`src/rtl/bitwise_accum_pkg.sv`:
```
// Shared constants for the bitwise fold block and its consumers (e.g. the ALU).
// Holds the fold-mode codes and the frame-controller state codes.
package bitwise_accum_pkg;

  // Fold operation applied across the words of a frame.
  // NOR accumulates as OR; the inversion is applied once at the output.
  typedef enum logic [1:0] {
    MODE_OR  = 2'b00,
    MODE_AND = 2'b01,
    MODE_XOR = 2'b10,
    MODE_NOR = 2'b11
  } mode_e;

  // Frame controller states.
  typedef enum logic [1:0] {
    ST_IDLE  = 2'b00,
    ST_ACCUM = 2'b01,
    ST_DONE  = 2'b10
  } state_e;

endpackage

```
`src/rtl/bitwise_accum_op.sv`:
```
// Combinational WIDTH-bit bitwise gate: y = a OR/AND/XOR b, selected by mode.
// NOR is treated as OR here; the fold's final inversion is done by the caller.
// Ports:
//   a, b  : operands (WIDTH bits)
//   mode  : fold mode code (mode_e)
//   y     : result (WIDTH bits)
module bitwise_op
  import bitwise_accum_pkg::*;
#(
  parameter int WIDTH = 16
) (
  input  logic [WIDTH-1:0] a,
  input  logic [WIDTH-1:0] b,
  input  mode_e            mode,
  output logic [WIDTH-1:0] y
);

  always_comb begin
    y = a | b;
    case (mode)
      MODE_AND: y = a & b;
      MODE_XOR: y = a ^ b;
      default:  y = a | b;
    endcase
  end

endmodule

```
`src/rtl/bitwise_accum.sv`:
```
// Sequential bitwise fold: combines a frame of up to FRAME_LEN WIDTH-bit words
// into one word using OR, AND, XOR or NOR, with valid/ready on both sides.
// Ports:
//   clk, reset            : clock (rising edge), synchronous active-high reset
//   mode                  : fold op, sampled on the first beat of a frame only
//   in_valid/in_ready     : input handshake; in_ready depends on state only
//   in_data, in_last      : word to fold, early end-of-frame marker
//   out_valid/out_ready   : result handshake
//   out_data              : folded word (inverted for NOR)
//   out_any               : reduction OR of out_data
//   out_count             : number of words folded (1..FRAME_LEN)
module bitwise_accum
  import bitwise_accum_pkg::*;
#(
  parameter  int WIDTH     = 16,
  parameter  int FRAME_LEN = 8,
  localparam int CNT_W     = $clog2(FRAME_LEN + 1)
) (
  input  logic             clk,
  input  logic             reset,
  input  logic [1:0]       mode,
  input  logic             in_valid,
  output logic             in_ready,
  input  logic [WIDTH-1:0] in_data,
  input  logic             in_last,
  output logic             out_valid,
  input  logic             out_ready,
  output logic [WIDTH-1:0] out_data,
  output logic             out_any,
  output logic [CNT_W-1:0] out_count
);

  state_e           state_q, state_d;
  mode_e            mode_q, mode_d;
  logic [WIDTH-1:0] acc_q, acc_d;
  logic [CNT_W-1:0] count_q, count_d;

  logic [WIDTH-1:0] op_y;
  logic [CNT_W-1:0] count_inc;
  logic             accept;

  bitwise_op #(
    .WIDTH (WIDTH)
  ) u_op (
    .a    (acc_q),
    .b    (in_data),
    .mode (mode_q),
    .y    (op_y)
  );

  // Ready is a pure state decode so there is no path from out_ready.
  assign in_ready  = (state_q != ST_DONE);
  assign out_valid = (state_q == ST_DONE);
  assign accept    = in_valid && in_ready;
  assign count_inc = count_q + CNT_W'(1);

  always_comb begin
    state_d = state_q;
    mode_d  = mode_q;
    acc_d   = acc_q;
    count_d = count_q;
    case (state_q)
      ST_IDLE: begin
        if (accept) begin
          acc_d   = in_data;
          mode_d  = mode_e'(mode);
          count_d = CNT_W'(1);
          state_d = (in_last || FRAME_LEN == 1) ? ST_DONE : ST_ACCUM;
        end
      end
      ST_ACCUM: begin
        if (accept) begin
          acc_d   = op_y;
          count_d = count_inc;
          // A full frame forces completion, so the counter never passes FRAME_LEN.
          state_d = (in_last || count_inc == CNT_W'(FRAME_LEN)) ? ST_DONE : ST_ACCUM;
        end
      end
      ST_DONE: begin
        if (out_ready) begin
          state_d = ST_IDLE;
        end
      end
      default: state_d = ST_IDLE;
    endcase
  end

  always_ff @(posedge clk) begin
    if (reset) begin
      state_q <= ST_IDLE;
      mode_q  <= MODE_OR;
      acc_q   <= '0;
      count_q <= '0;
    end else begin
      state_q <= state_d;
      mode_q  <= mode_d;
      acc_q   <= acc_d;
      count_q <= count_d;
    end
  end

  // Outputs track acc/count in every state; they are only meaningful in DONE.
  assign out_data  = (mode_q == MODE_NOR) ? ~acc_q : acc_q;
  assign out_any   = |out_data;
  assign out_count = count_q;

endmodule

```
`config.mk`:
```
export PLATFORM = sky130hd
export DESIGN_NAME = bitwise_accum
export DESIGN_NICKNAME = d
export VERILOG_FILES = /design/src/rtl/bitwise_accum_pkg.sv /design/src/rtl/bitwise_accum_op.sv /design/src/rtl/bitwise_accum.sv
export SDC_FILE = /design/constraint.sdc
export NUM_CORES = 1
export LEC_CHECK = 0
export ABC_AREA = 1
export CAP_MARGIN = 20
export CELL_PAD_IN_SITES_DETAIL_PLACEMENT = 1
export CELL_PAD_IN_SITES_GLOBAL_PLACEMENT = 2
export CORE_ASPECT_RATIO = 2
export CORE_MARGIN = 2
export CORE_UTILIZATION = 28
export DETAILED_ROUTE_END_ITERATION = 10
export PLACE_DENSITY = 0.84
export SLEW_MARGIN = 10
export SYNTH_ARGS = -nofsm -noshare
export SYNTH_HDL_FRONTEND = slang
export SYNTH_HIERARCHICAL = 1
export SYNTH_SLANG_ARGS = --single-unit
```
`constraint.sdc`:
```
create_clock -name clk -period 1.9 [get_ports clk]
set_input_delay 0.57 -clock clk [delete_from_list [all_inputs] [get_ports clk]]
set_output_delay 0.57 -clock clk [all_outputs]
set_load 0.05 [all_outputs]
```
==> reports/summary.txt, run 1 <==
dpl ws: -101.5 ps
Die X: 69.31 um
slew of the pin with the lowest slew margin: 340.8 ps
initial drt markers: 43
# IOs: 46
reg2reg end: acc_q[1]
Max rail drop VDD: 0.3335 mV
Clock Latency Late Sink: 260 ps
CP Capture Type: primary output
Worst Hold Launch: out_count[3]
Slew Limit Fails: 0
Synth warnings: 6
ranking of synthesized cells by area: nand2_1 21%, dfxtp_1 20%, ha_1 18%
Yosys cell types: 23
clk buf depth: 2
final antenna diode count: 0
Root Driver: clkbuf_16
status: finished with violations
Max-Cap Viols: 0
CTS tree: built
Synth area leader: nand2_1
number of synthesized register bits: 24
Synth Net Count: 424
Achievable Freq: 470.1 MHz
Finished Layout Cells: 544
hold path depth: 2
critical setup path kind: reg -> out
fin crit share: 112.0%
Pwr Total: 0.002302 W
Sink Count: 24
hold buffer count at CTS: 0
share of layout cells above drive strength 1: 24.44%
grt total ovfl: 0
commonest non-fill, non-tap cell in the layout: nand2_1
CTS Buf Count: 3
commonest cells after routing, fill and taps aside: 130 x nand2_1, 57 x inv_1, 35 x ha_1
Period minus WS final: 2127 ps
largest net degree at the start of global routing: 25
CP max FO: 7
final setup margin: -227.3 ps
synthesized area: 0.002389 mm2
slew margin rel.: 77.19%
RSZ-0062 raised after global routing: yes
RePlAce Congestion: 0.7482
core area: 0.008292 mm2
DRC viols: 0
final design utilization: 47.46%
failing checks: setup timing
placed cell count: 539
R2R setup slack: 160 ps
cells after synthesis: 366
H-tree depth: 1
worst r2r src: mode_q[0]
port bufs: 45
part of the Yosys area used for sequential elements: 20.12%
worst hold path class: reg -> reg
post-route ant nets: 0
die area: 0.009330 mm2
Critical Path RT: 1330 ps
average size of a mapped cell: 6.526 um2
wire length of the first global-routing pass: 12700 um
Die H: 134.6 um
Setup Skew: 1.794 ps
DRT Pass-1 Iters: 4
Setup TNS: -336.3 ps
Clock Pin Slew Worst Setup and Hold Paths: 60 ps
Setup crit start kind: flip-flop
FP Rows: 47
GRT Resource Usage Total: 16.39%
Yosys top cell area share: 20.59%
NumNets Final: 505
PD cells: 585.1 mW/mm2
area added between synthesis and finish: 64.75%
DR vias: 2530
Hold Violations, Final: 0
Worst Hold Path EP: out_count[3]
antenna violations before repair: 0
Via density: 4.651
initial core utilization: 28.81%
Arr. time, crit path: 1560 ps
DP HPWL: 5604 um
R2R cell count: 11
Total Routed Length: 7176 um
LEAKAGE: 2.020 nW
Final setup viols: 4
WL/cell: 13.19 um
number of global-route vias before repair: 2780
## report_power, final
group          switching (W)  internal, W  total [W]  leakage, nW
Clock               0.000192     0.000322   0.000514       0.0442
Sequential         0.0000843     0.000543   0.000627        0.200
Combinational       0.000569     0.000592    0.00116         1.78
## registers in the layout, summed over array words and instances (netlist names)
register and count:
mode_q 2, out_count 4, state_q 2, acc_q 16
## metrics by stage
stage               hold slack, ps  area, um2
floorplan                    515.2       2633
global placement             487.1       3717
detailed placement           494.4       3717
CTS                          505.6       3872
global route                 525.3       3935
finish                       507.1       3935
## area by class of cell
type	count	area (um2)
Tap cell	98	122.6
Clock buffer	4	88.84
Timing Repair Buffer	91	1146
Multi-Input combinational cell	267	1864
Inverter	60	225.2
Fill cell	1000	4357
Sequential cell	24	488.0
## how the worst max path moves through the flow
stage                           from  endpoint  slack (ps)  depth (start not counted)
final                      mode_q[1]   out_any        -230                          8
after global routing       mode_q[1]   out_any        -310                          8
after CTS                  mode_q[0]   out_any        -280                          8
after detailed placement  in_data[0]  acc_q[0]        -100                         11
after global placement    in_data[1]  acc_q[1]         -60                         11
after floorplan            mode_q[0]   out_any        -190                          7
## cell families after synthesis
kind of cell    share of synthesized area [%]
compound gates                          7.124
fa+ha+maj                               18.33
simple gates                            33.32
xor+xnor                                6.182
buf+inv                                 14.93
flops                                   20.12
## synthesized netlist by cell type (all sizes together)
library cell	n
o21ai	4
a21oi	6
nand4	1
ha	35
nor2	18
xnor2	16
buf	13
nand2	134
o211ai	16
or2	17
inv	60
dfxtp	24
nand3	20
clkbuf	2
## critical path: stages (launching register included)
cell and delay (ps):
dfxtp_4 380, nand2_8 90, buf_12 180, xnor2_4 130
nor2_1 130, nand2_1 80, nor2_2 90, nand2_2 60
buf_6 150
## routing by layer
| metal | vias up | share of wire, % | routed length, um | GRT usage [%] |
|---|---|---|---|---|
| met1 | 1211 | 39 | 2827 | 17.56 |
| met4 | 0 | 0.95 | 68 | 3.813 |
| met3 | 5 | 2.5 | 179 | 1.418 |
| li1 | 1273 | - | - | - |
| met2 | 41 | 57 | 4101 | 33.49 |
| met5 | - | 0 | 0 | 0 |
## what timing repair did
item / 4_1_cts / 5_1_grt
pin swaps: 1 / 4
setup buffers: 1 / 0
gates resized for setup: 11 / 15
endpoints found under the setup margin: 11 / 12
Note: power is estimated with default switching activity, not from simulation.
==> run 2: changes to the inputs <==
Settings changed: CTS_BUF_LIST set to sky130_fd_sc_hd__clkbuf_4 sky130_fd_sc_hd__clkbuf_8 sky130_fd_sc_hd__clkbuf_16.
==> results of run 2 <==
The final DEF is identical to that of run 1; final timing and power are the same.
